===== config.mk =====
export PLATFORM = sky130hd
export DESIGN_NAME = sodor_diverge_monitor
export DESIGN_NICKNAME = d
export VERILOG_FILES = /design/src/rtl/sodor_mon_pkg.sv /design/src/rtl/sodor_mon_ch_cmp.sv /design/src/rtl/sodor_diverge_monitor.sv
export SDC_FILE = /design/constraint.sdc
export NUM_CORES = 1
export LEC_CHECK = 0
export BUFFER_PORTS_ARGS = -buffer_cell sky130_fd_sc_hd__buf_2
export CORE_AREA = 5 5 108 110
export DETAILED_ROUTE_END_ITERATION = 12
export DIE_AREA = 0 0 113 115
export PLACE_DENSITY = 0.62
export SKIP_LAST_GASP = 1
export SYNTH_ARGS = -nofsm -noshare
export SYNTH_HDL_FRONTEND = slang
export SYNTH_SLANG_ARGS = --single-unit

===== constraint.sdc =====
create_clock -name clk -period 1.49 [get_ports clk]
set_input_delay 0.149 -clock clk [delete_from_list [all_inputs] [get_ports clk]]
set_output_delay 0.149 -clock clk [all_outputs]
set_load 0.01 [all_outputs]

===== src/rtl/sodor_mon_pkg.sv =====
// Shared types and helpers for the two-copy divergence monitor.
package sodor_mon_pkg;

   localparam int unsigned MAX_CH       = 16;
   localparam int unsigned MAX_CH_W     = 128;
   localparam int unsigned CH_IDX_MAX_W = 4;

   typedef enum logic [1:0] {
      RST  = 2'd0,
      WARM = 2'd1,
      CHK  = 2'd2,
      DONE = 2'd3
   } mon_state_e;

   // Valid disagreement always counts; data only when both valid and masked in.
   function automatic logic chan_mismatch(input logic                va,
                                          input logic                vb,
                                          input logic [MAX_CH_W-1:0] da,
                                          input logic [MAX_CH_W-1:0] db,
                                          input logic                m);
      return (va ^ vb) | (va & vb & m & (da != db));
   endfunction

   function automatic logic [CH_IDX_MAX_W-1:0] lowest_set(input logic [MAX_CH-1:0] v);
      logic [CH_IDX_MAX_W-1:0] idx;
      idx = '0;
      for (int i = int'(MAX_CH) - 1; i >= 0; i--) begin
         if (v[i]) idx = CH_IDX_MAX_W'(i);
      end
      return idx;
   endfunction

endpackage


===== src/rtl/sodor_mon_ch_cmp.sv =====
// One observation-channel comparator; mismatch is forced low outside the check window.
module sodor_mon_ch_cmp
   import sodor_mon_pkg::*;
#(
   parameter int unsigned CH_W = 32
) (
   input  logic            valid_a,
   input  logic            valid_b,
   input  logic [CH_W-1:0] data_a,
   input  logic [CH_W-1:0] data_b,
   input  logic            mask,
   input  logic            in_window,
   output logic            mismatch_c
);

   assign mismatch_c = in_window &
                       chan_mismatch(valid_a, valid_b,
                                     MAX_CH_W'(data_a), MAX_CH_W'(data_b), mask);

endmodule


===== src/rtl/sodor_diverge_monitor.sv =====
// Self-composition monitor: sequences core reset and records divergence of copy A vs copy B.
// Optional macro SODOR_DIVERGE_ASSERT_EN adds formal assert/assume hooks.
module sodor_diverge_monitor
   import sodor_mon_pkg::*;
#(
   parameter  int unsigned NUM_CH       = 4,
   parameter  int unsigned CH_W         = 32,
   parameter  int unsigned RESET_CYCLES = 2,
   parameter  int unsigned CHECK_START  = 8,
   parameter  int unsigned CHECK_END    = 18,
   parameter  int unsigned CNT_W        = 5,
   localparam int unsigned CH_IDX_W     = (NUM_CH > 1) ? $clog2(NUM_CH) : 1
) (
   input  logic                   clk,
   input  logic                   reset_n,
   output logic                   core_reset,
   input  logic [NUM_CH-1:0]      obs_valid_a,
   input  logic [NUM_CH-1:0]      obs_valid_b,
   input  logic [NUM_CH*CH_W-1:0] obs_data_a,
   input  logic [NUM_CH*CH_W-1:0] obs_data_b,
   input  logic [NUM_CH-1:0]      data_cmp_mask,
   output logic [CNT_W-1:0]       cycle,
   output logic                   in_window,
   output logic                   diverge,
   output logic                   diverge_sticky,
   output logic [CNT_W-1:0]       first_cycle,
   output logic [CH_IDX_W-1:0]    first_ch,
   output logic                   done
);

   localparam logic [CNT_W-1:0] CYC_MAX   = '1;
   localparam logic [CNT_W-1:0] RST_LAST  = CNT_W'(RESET_CYCLES - 1);
   localparam logic [CNT_W-1:0] WARM_LAST = CNT_W'(CHECK_START - 1);
   localparam logic [CNT_W-1:0] CHK_LAST  = CNT_W'(CHECK_END);

   mon_state_e        state, state_nxt;
   logic [NUM_CH-1:0] mm_c;
   logic              any_mm_c;

   // Saturating cycle counter
   always_ff @(posedge clk or negedge reset_n) begin
      if (!reset_n)              cycle <= '0;
      else if (cycle != CYC_MAX) cycle <= cycle + CNT_W'(1);
   end

   // State register; core_reset/done are registered decodes of the next state
   always_ff @(posedge clk or negedge reset_n) begin
      if (!reset_n) begin
         state      <= RST;
         core_reset <= 1'b1;
         done       <= 1'b0;
      end else begin
         state      <= state_nxt;
         core_reset <= (state_nxt == RST);
         done       <= (state_nxt == DONE);
      end
   end

   always_comb begin
      state_nxt = state;
      case (state)
         RST:     if (cycle == RST_LAST)  state_nxt = WARM;
         WARM:    if (cycle == WARM_LAST) state_nxt = CHK;
         CHK:     if (cycle == CHK_LAST)  state_nxt = DONE;
         DONE:    state_nxt = DONE;
         default: state_nxt = RST;
      endcase
   end

   assign in_window = (state == CHK);

   for (genvar gi = 0; gi < int'(NUM_CH); gi++) begin : g_ch
      sodor_mon_ch_cmp #(.CH_W(CH_W)) u_cmp (
         .valid_a    (obs_valid_a[gi]),
         .valid_b    (obs_valid_b[gi]),
         .data_a     (obs_data_a[gi*CH_W +: CH_W]),
         .data_b     (obs_data_b[gi*CH_W +: CH_W]),
         .mask       (data_cmp_mask[gi]),
         .in_window  (in_window),
         .mismatch_c (mm_c[gi])
      );
   end

   assign any_mm_c = |mm_c;

   // Divergence capture: first_* frozen once sticky is set
   always_ff @(posedge clk or negedge reset_n) begin
      if (!reset_n) begin
         diverge        <= 1'b0;
         diverge_sticky <= 1'b0;
         first_cycle    <= '0;
         first_ch       <= '0;
      end else begin
         diverge <= any_mm_c;
         if (any_mm_c && !diverge_sticky) begin
            diverge_sticky <= 1'b1;
            first_cycle    <= cycle;
            first_ch       <= CH_IDX_W'(lowest_set(MAX_CH'(mm_c)));
         end
      end
   end

`ifdef SODOR_DIVERGE_ASSERT_EN
   always @(posedge clk) begin
      if (reset_n && state == DONE) assert (!diverge_sticky);
      if (reset_n && state == RST)  assume (obs_valid_a == obs_valid_b);
   end
`endif

endmodule


---- Word level (Yosys, flattened, before mapping) ----
Cells that the tools add are included.
storage, ports and cells
  register bits after elaboration ......... 18
  input port bits ......................... 270
  output and inout port bits .............. 17
  logic and storage cells ................. 58
operators by class
  add/sub/neg operators ................... 1
  eq/ne operators ......................... 12
  muxes and demuxes ....................... 8
  bitwise operators ....................... 24
  reduce and logical (&&, ||, !) cells .... 5
operators by type and width
  kind                                                 count
  != test 32 bit                                       4
  bitwise AND 1 bit                                    16
  two-way mux 2 bit                                    7
  one-hot mux 2 bit (4 select lines)                   1
  equality test 2 bit, second input constant           3
  adder 5 x 1 -> 5 bit, second input constant          1
  equality test 5 x 1 -> 1 bit, second input constant  1
  equality test 5 x 3 -> 1 bit, second input constant  1
  equality test 5 bit, second input constant           1
  != test 5 bit, second input constant                 1
  zero test 2 bit                                      2
  bitwise OR 1 bit                                     4
  OR reduction 4 bit                                   1
  XOR 1 bit                                            4
  equality test 2 x 1 -> 1 bit, second input constant  1
  logical AND 1 bit                                    1
  zero test 1 bit                                      1

---- Longest topological paths before layout ----
Gate-level depths: netlist of run 1.
  depth after elaboration ................. 9
  depth in mapped cells ................... 7
  depth with buffers taken out ............ 7

---- Hierarchy ----
From an unflattened synthesis of run 1, not the netlist that was laid out.
second synthesis, totals
  cells, all modules ...................... 249
  area, all modules ....................... 2302.2 sq um
by module, submodules not included
  module                 instances  cells each  area an instance (sq um)  sequential area each (sq um)
  sodor_mon_ch_cmp       4          46          371.6                     0.0
  sodor_diverge_monitor  1          65          815.8                     451.7

---- Worst setup path before layout of run 1 ----
No wires, ideal clock.
  path kind ............................... input port to flip-flop
  from .................................... input obs_data_b[93]
  to ...................................... register first_cycle[0]
  library setup time ...................... 0.125 ns
  arrival time ............................ 1.659 ns
  required time ........................... 1.365 ns
  slack ................................... -0.294 ns
  cell stages on the path ................. 7
  buffers on the path ..................... 0
  path through ............................ xor2_1 -> nor4_1 -> nand4_1 -> o21ba_1 -> nor4_4 -> a211oi_4 -> mux2_4
on the way
  cells in the longest elaborated chain, start to end .. 6
ends and longest elaborated chain
  item                  line                         text
  start, declared       sodor_diverge_monitor.sv:20  input logic [NUM_CH*CH_W-1:0] obs_data_b,
  != test 32 bit        sodor_mon_pkg.sv:21          return (va ^ vb) | (va & vb & m & (da != db));
  bitwise AND 1 bit     sodor_mon_pkg.sv:21
  bitwise OR 1 bit      sodor_mon_pkg.sv:21
  bitwise AND 1 bit     sodor_mon_ch_cmp.sv:16       assign mismatch_c = in_window &
  OR reduction 4 bit    sodor_diverge_monitor.sv:84  assign any_mm_c = |mm_c;
  logical AND 1 bit     sodor_diverge_monitor.sv:95  if (any_mm_c && !diverge_sticky) begin
  end signal, assigned  sodor_diverge_monitor.sv:97  first_cycle <= cycle;
  end, declared         sodor_diverge_monitor.sv:26  output logic [CNT_W-1:0] first_cycle,
Every way passes these cells.
A chain may end at the register's enable or synchronous reset.

---- Worst setup path after layout of run 1 ----
  from .................................... input obs_data_a[95]
  to ...................................... register first_cycle[4]
on the way
  cells in the longest elaborated chain, start to end .. 6
ends and longest elaborated chain
  item                line                         text
  start, declared     sodor_diverge_monitor.sv:19  input logic [NUM_CH*CH_W-1:0] obs_data_a,
  != test 32 bit      sodor_mon_pkg.sv:21
  bitwise AND 1 bit   sodor_mon_pkg.sv:21
  bitwise OR 1 bit    sodor_mon_pkg.sv:21
  bitwise AND 1 bit   sodor_mon_ch_cmp.sv:16
  OR reduction 4 bit  sodor_diverge_monitor.sv:84
  logical AND 1 bit   sodor_diverge_monitor.sv:95
Every way passes these cells.

==> results.cfg, run 1 <==
[status]
run_status = finished with violations
violations = setup timing

[grt]
grtUsageTotal = 0.136
grt_max_degree = 19
grt_pass1_vias = 3237
grt_antenna_before_repair = 1
grt_pass1_wl_mm = 14.6
grt.overflow.total = 0

[worst_setup_path]
timing.critical_path.slowest_cell_delay_ns = 0.32
worst-path-max-fanout = 6
critical_path_arrival_ns = 1.95
ff2ff_setup_slack_ns = 0.04
crit_path_start_kind = input port
slowest_stage_cell_crit_path = sky130_fd_sc_hd__nor4_1
timing.reg2reg.worst_path_depth = 5
critical_path.endpoint_type = register
worstSetupPathType = in2reg
path_cells = buf_6 > xor2_1 > nor4_1 > nand4_1 > o21ba_4 > nor4_4 > a211oi_4 > mux2_4
crit_start = obs_data_a[95]
worst-endpoint-required_ns = 1.62
crit_path_end = first_cycle[4]
timing.rr.end = cycle[3]
worstSetupPathDepth = 8
worst-path-buf-inv = 1
path_delay_family = simple AND/OR/NAND/NOR gates
rr_startpoint = cycle[0]

[logic_synthesis]
sequential_cell_area_fraction_in_the_yosys_report = 0.195
ys_seq_elements = 18
synth.cell_area_um2 = 2320
yosys_most_used_dff = sky130_fd_sc_hd__dfrtp_1
synth_edf_count = 0
synth.top_cells.by_count = 99 x sky130_fd_sc_hd__xnor2_1, 32 x sky130_fd_sc_hd__xor2_1, 26 x sky130_fd_sc_hd__nand4_1
synthesis.nets = 525
post-synth-top-area-fraction = 0.374
yosysMostFrequentCell = sky130_fd_sc_hd__xnor2_1
synth-warning-count = 0
asyncSetResetFlopFracSynth = 1.00
syn-instance-count = 247
synth.area.top_cells = sky130_fd_sc_hd__xnor2_1 37%, sky130_fd_sc_hd__dfrtp_1 18%, sky130_fd_sc_hd__xor2_1 12%
synthDominantAreaCellType = sky130_fd_sc_hd__xnor2_1
syn_area_per_cell_um2 = 9.39
yosys.cell_types.count = 31

[pwr]
cell_internal_pwr_w = 0.00121
p_sw_w = 0.000504
fin_total_pwr_w = 0.00172
share_seq_of_total_power = 0.293
combPwrFrac = 0.508
static-leakage-power_nw = 2.05
switching_share = 0.293
clock_power_share = 0.199
max-vdd-ir-drop_uv = 246
cellPowerDensity_nw_per_um2 = 401

[clocking]
cts_num_sinks = 18
clockBufferDepth = 2
cts-htree-levels = 1
tritoncts_clock_tree = done
cts.root.buffer_cell = sky130_fd_sc_hd__clkbuf_8
cts.clk_slew.worst_paths_ns = 0.07
cts_buffers = 3
clk-insertion-delay-late_ns = 0.25

[route]
detail_route.vias_per_cell = 4.22
vias = 2961
ant_nets = 0
route.detailed.wl_per_inst_um = 13.9
drt_first_pass_iters = 4
drc_markers = 0
drt_iter0_drc = 59
totalWireLength_mm = 9.76

[sta]
timing.max_slew.rel_slack = 0.696
max_slew.worst_pin.slew_ns = 0.455
layout_min_cycle_time_ns = 1.82
skew_final_ns = 0.00777
hold_violations = 0
rsz_0062_raised_after_global_routing = true
setup_viol = 9
timing.fmax_mhz = 551
final.period_utilization = 1.22
slew_violations = 0
worst_slack_ns = -0.326

[floorplanning]
die_area_um2 = 13000
floorplan.rows = 38
dieWidth_um = 113
core-area_um2 = 10600
die_h_um = 115
floorplan.initialDensity = 0.219
design.portCount = 287

[layout]
fillcell_total = 1034
post-route-util = 0.404
final_layout_size_suffix_gt1_frac = 0.607
final_net_count = 839
synthToLayoutAreaGrowth_pct = 84.6

[placement]
portBuffers = 286
gp_congestion = 0.951
post-dp-hpwl_mm = 8.83

[job]
max_cap_viol_count = 0

[min_path]
hold_path.class = in2async
[area by class of cell]
| type | count | area (µm²) | share of cell area |
|---|---|---|---|
| inverter | 5 | 18.8 | 0.00438 |
| clock buffer | 4 | 45.0 | 0.0105 |
| tap | 140 | 175 | 0.0409 |
| timing repair buffer | 309 | 1650 | 0.384 |
| sequential | 18 | 453 | 0.106 |
| multi-input combinational | 224 | 1940 | 0.454 |
| antenna | 1 | 2.50 | 0.000584 |
[flip-flops by register name, indices dropped and copies added, names as in the netlist]
name / cells
cycle: 5
first_cycle: 5
first_ch: 2
state: 2
core_reset: 1
diverge: 1
diverge_sticky: 1
done: 1
[power groups by stage]
stage | clock network [W] | registers, W | logic [W]
2_1_floorplan | 0 | 0.000516 | 0.000355
3_3_place_gp | 0 | 0.000512 | 0.000833
3_5_place_dp | 0 | 0.000512 | 0.000852
4_1_cts | 0.000348 | 0.000503 | 0.000867
5_1_grt | 0.000379 | 0.000504 | 0.000966
6_report | 0.000342 | 0.000503 | 0.000874
[worst min path at each step]
stage	from	end	slack [ns]	depth (start not counted)
6_report	reset_n	first_cycle[2]	0.36	2
5_1_grt	reset_n	first_cycle[2]	0.41	2
4_1_cts	reset_n	first_cycle[2]	0.37	2
3_5_place_dp	reset_n	cycle[3]	0.10	1
3_3_place_gp	reset_n	done	0.09	1
2_1_floorplan	reset_n	cycle[0]	-0.15	0
[cell usage in the layout (no fill, tap or decap), types with 4 or more instances in the layout]
| cell | n |
|---|---|
| sky130_fd_sc_hd__buf_2 | 281 |
| sky130_fd_sc_hd__buf_4 | 20 |
| sky130_fd_sc_hd__buf_6 | 7 |
| sky130_fd_sc_hd__dfrtp_1 | 16 |
| sky130_fd_sc_hd__ha_1 | 5 |
| sky130_fd_sc_hd__inv_1 | 4 |
| sky130_fd_sc_hd__mux2_4 | 5 |
| sky130_fd_sc_hd__nand2_1 | 7 |
| sky130_fd_sc_hd__nand4_1 | 26 |
| sky130_fd_sc_hd__nor3_1 | 4 |
| sky130_fd_sc_hd__nor4_1 | 9 |
| sky130_fd_sc_hd__nor4_2 | 7 |
| sky130_fd_sc_hd__xnor2_1 | 99 |
| sky130_fd_sc_hd__xor2_1 | 32 |
[layer usage]
layer / track usage / routed length [µm] / part of all wire / vias up
met2: 0.265 / 5130 / 0.53 / 160
li1: - / - / - / 1497
met3: 0.0363 / 1000 / 0.10 / 6
met4: 0.0216 / 81 / 0.0083 / 0
met5: 0 / 0 / 0 / -
met1: 0.149 / 3540 / 0.36 / 1298
[metrics by stage]
step	cells	area, µm²	setup TNS (ns)	setup WS (ns)	hold WS (ns)
floorplan	247	2330	-1.82	-0.294	-0.147
global placement	687	4040	-5.93	-0.736	0.0948
detailed placement	687	4040	-5.96	-0.751	0.101
CTS	694	4120	-2.89	-0.370	0.368
global route	701	4280	-3.70	-0.448	0.410
finish	701	4280	-2.56	-0.326	0.360
[cells by family (layout without fill, tap and decap cells)]
logic type	after synthesis	in the layout	synth area share
fa+ha+maj	8	8	0.0432
other cells	0	1	0
flops	18	18	0.195
simple gates	64	64	0.170
compound gates	14	14	0.0475
buf+inv	5	318	0.00809
xor+xnor	131	131	0.495
mux	7	7	0.0415
[what timing repair did]
| item | in CTS | in global routing |
|---|---|---|
| setup buffers | 2 | 6 |
| pin swaps | 1 | 11 |
| hold buffers | 1 | 0 |
| hold endpoints to repair | 17 | 0 |
| setup endpoints to repair | 9 | 11 |
| gates resized for setup | 2 | 23 |
(Power assumes the default switching activity.)
==> run 2: changes to the inputs <==
--- a/config.mk
+++ b/config.mk
@@ -6,10 +6,11 @@
 export NUM_CORES = 1
 export LEC_CHECK = 0
 export BUFFER_PORTS_ARGS = -buffer_cell sky130_fd_sc_hd__buf_2
-export CORE_AREA = 5 5 108 110
+export CORE_AREA = 5 5 110 112
 export DETAILED_ROUTE_END_ITERATION = 12
-export DIE_AREA = 0 0 113 115
-export PLACE_DENSITY = 0.62
+export DIE_AREA = 0 0 115 117
+export HOLD_SLACK_MARGIN = 0.02
+export PLACE_DENSITY = 0.58
 export SKIP_LAST_GASP = 1
 export SYNTH_ARGS = -nofsm -noshare
 export SYNTH_HDL_FRONTEND = slang
==> constraint.sdc (replaced) <==
create_clock -name clk -period 2.04 [get_ports clk]
set_input_delay 0.408 -clock clk [delete_from_list [all_inputs] [get_ports clk]]
set_output_delay 0.408 -clock clk [all_outputs]
set_load 0.01 [all_outputs]
==> run 2 against run 1 <==
Compared with the run above: the flow still finishes with violations (setup timing); via count down 0.30%; clock skew down 0.0034 ns; global-route usage down 0.27 points; total power down 19%; sequential cell count unchanged; final area down 3.7%; routed wire length up 2.5%; worst setup slack better by 0.16 ns.
==> results.cfg, run 2 (synthesis gave the netlist of run 1 again) <==
[status]
run_status = finished with violations
violations = setup timing

[layout]
fillcell_total = 1150
top_regs = cycle (5), first_cycle (5)
layout_common_cells = 284 x sky130_fd_sc_hd__buf_2, 99 x sky130_fd_sc_hd__xnor2_1, 31 x sky130_fd_sc_hd__xor2_1
final_layout_size_suffix_gt1_frac = 0.572
synthToLayoutAreaGrowth_pct = 77.8
final_net_count = 826
final_cell_count_no_fill = 690
seq_area_um2 = 452
multi_input_comb_area_um2 = 1880
most_frequent_standard_cell_in_the_layout_excluding_fill_and_tap_cells = sky130_fd_sc_hd__buf_2
antenna-diode-count = 0
postLayoutCellArea_um2 = 4130

[pwr]
cellPowerDensity_nw_per_um2 = 339
max-vdd-ir-drop_uv = 252
static-leakage-power_nw = 1.99

[sta]
layout_min_cycle_time_ns = 2.21
skew_final_ns = 0.00439
slew_violations = 0
final.period_utilization = 1.08
worst_slack_ns = -0.166
timing.max_slew.rel_slack = 0.687
rsz_0062_raised_after_global_routing = true
hold_violations = 0
max_slew.worst_pin.slew_ns = 0.468
setup_viol = 9
timing.fmax_mhz = 453

[floorplanning]
die_area_um2 = 13500
floorplan.rows = 39
die_h_um = 117
design.portCount = 287
floorplan.initialDensity = 0.209
core-area_um2 = 11100
dieWidth_um = 115

[route]
drt_iter0_drc = 44
vias = 2952
route.detailed.wl_per_inst_um = 14.5
drt_first_pass_iters = 3
drc_markers = 0
ant_nets = 0
totalWireLength_mm = 10.0
detail_route.vias_per_cell = 4.28

[worst_setup_path]
rr_startpoint = cycle[0]
critical_path.endpoint_type = register
worstSetupPathType = in2reg
critical_path_arrival_ns = 2.34
worst-endpoint-required_ns = 2.17
worst-path-max-fanout = 6
crit_start = obs_data_b[86]
crit_path_start_kind = input port

[grt]
grt.overflow.total = 0
grt_antenna_before_repair = 0
grtUsageTotal = 0.133
grt_pass1_vias = 3204
grt_max_degree = 19
grt_pass1_wl_mm = 14.3

[placement]
portBuffers = 286
placed_area_um2 = 4000
place_inst = 685
pre_cts_ws_ns = -0.649
gp_congestion = 0.893
post-dp-hpwl_mm = 9.25

[clocking]
cts_buffers = 3
clk-insertion-delay-late_ns = 0.25
clockBufferDepth = 2
cts_num_sinks = 18
tritoncts_clock_tree = done
cts.root.buffer_cell = sky130_fd_sc_hd__clkbuf_16
cts-htree-levels = 1
cts_hold_buf = 0
cts.clk_slew.worst_paths_ns = 0.05

[job]
max_cap_viol_count = 0

[min_path]
hold_path.class = in2async
## run 2: changes by cell type in the layout (fill, tap and decap cells not counted), moves of 2 or more
cell,change
sky130_fd_sc_hd__buf_4,-10
sky130_fd_sc_hd__clkbuf_16,+3
sky130_fd_sc_hd__a21oi_1,+3
sky130_fd_sc_hd__ha_2,-2
sky130_fd_sc_hd__nor3_2,-2
sky130_fd_sc_hd__nor4_1,+5
sky130_fd_sc_hd__a21oi_2,-3
sky130_fd_sc_hd__buf_6,-5
sky130_fd_sc_hd__clkbuf_8,-3
sky130_fd_sc_hd__nor3_1,+2
sky130_fd_sc_hd__buf_2,+3
sky130_fd_sc_hd__nor4_2,-6
sky130_fd_sc_hd__ha_1,+3
## run 2: layer usage
| layer | global-route usage | vias to the layer above | wire length, µm |
|---|---|---|---|
| li1 | - | 1466 | - |
| met1 | 0.147 | 1323 | 3570 |
| met2 | 0.265 | 156 | 5320 |
| met3 | 0.0283 | 7 | 1030 |
| met4 | 0.0196 | 0 | 73 |
| met5 | 0 | - | 0 |
## run 2: worst paths after layout
kind	endpoint	slack, ns	cells past startpoint
setup / recovery	first_cycle[2]	-0.17	8
hold / removal	first_cycle[3]	0.08	1
setup reg to reg	cycle[3]	0.40	5
hold reg to reg	core_reset	0.51	1
max in group asynchronous	core_reset	1.64	1
min in group clk	core_reset	0.51	1
## run 2: stage by stage
step	total power, W	TNS [ns]	utilization	hold slack, ns
3_5_place_dp	0.00100	-5.15	0.359	0.359
2_1_floorplan	0.000636	-0.0160	-	0.112
4_1_cts	0.00141	-1.82	0.368	0.0923
6_report	0.00140	-1.18	0.371	0.0773
5_1_grt	0.00149	-2.08	0.371	0.114
3_3_place_gp	0.000986	-4.89	0.359	0.350
## run 2: worst max-delay path, cell delays in order
cell and delay [ns]:
sky130_fd_sc_hd__buf_2 0.10, sky130_fd_sc_hd__xor2_1 0.14, sky130_fd_sc_hd__nor4_1 0.32, sky130_fd_sc_hd__nand4_1 0.27, sky130_fd_sc_hd__o21ba_4 0.29, sky130_fd_sc_hd__nor4_4 0.30
sky130_fd_sc_hd__a211oi_4 0.17, sky130_fd_sc_hd__mux2_4 0.32
## run 2: cell type report
| cell class | count | share of cell area |
|---|---|---|
| flip-flops and latches | 18 | 0.109 |
| multi-input cells | 224 | 0.455 |
| well taps | 143 | 0.0434 |
| clock buffers | 4 | 0.0191 |
| inverters | 5 | 0.00455 |
| repair buffers | 296 | 0.368 |
## run 2: repair_timing
item	in CTS	in global routing
pin swaps	3	11
endpoints found under the setup margin	9	9
resized for setup	1	6
setup buffers	1	0
## run 2: power by group
group / switching, W / total [W] / internal [W]
Combinational: 0.000253 / 0.000634 / 0.000381
Sequential: 0.00000363 / 0.000368 / 0.000364
Clock: 0.000131 / 0.000397 / 0.000266
Total: 0.000387 / 0.00140 / 0.00101
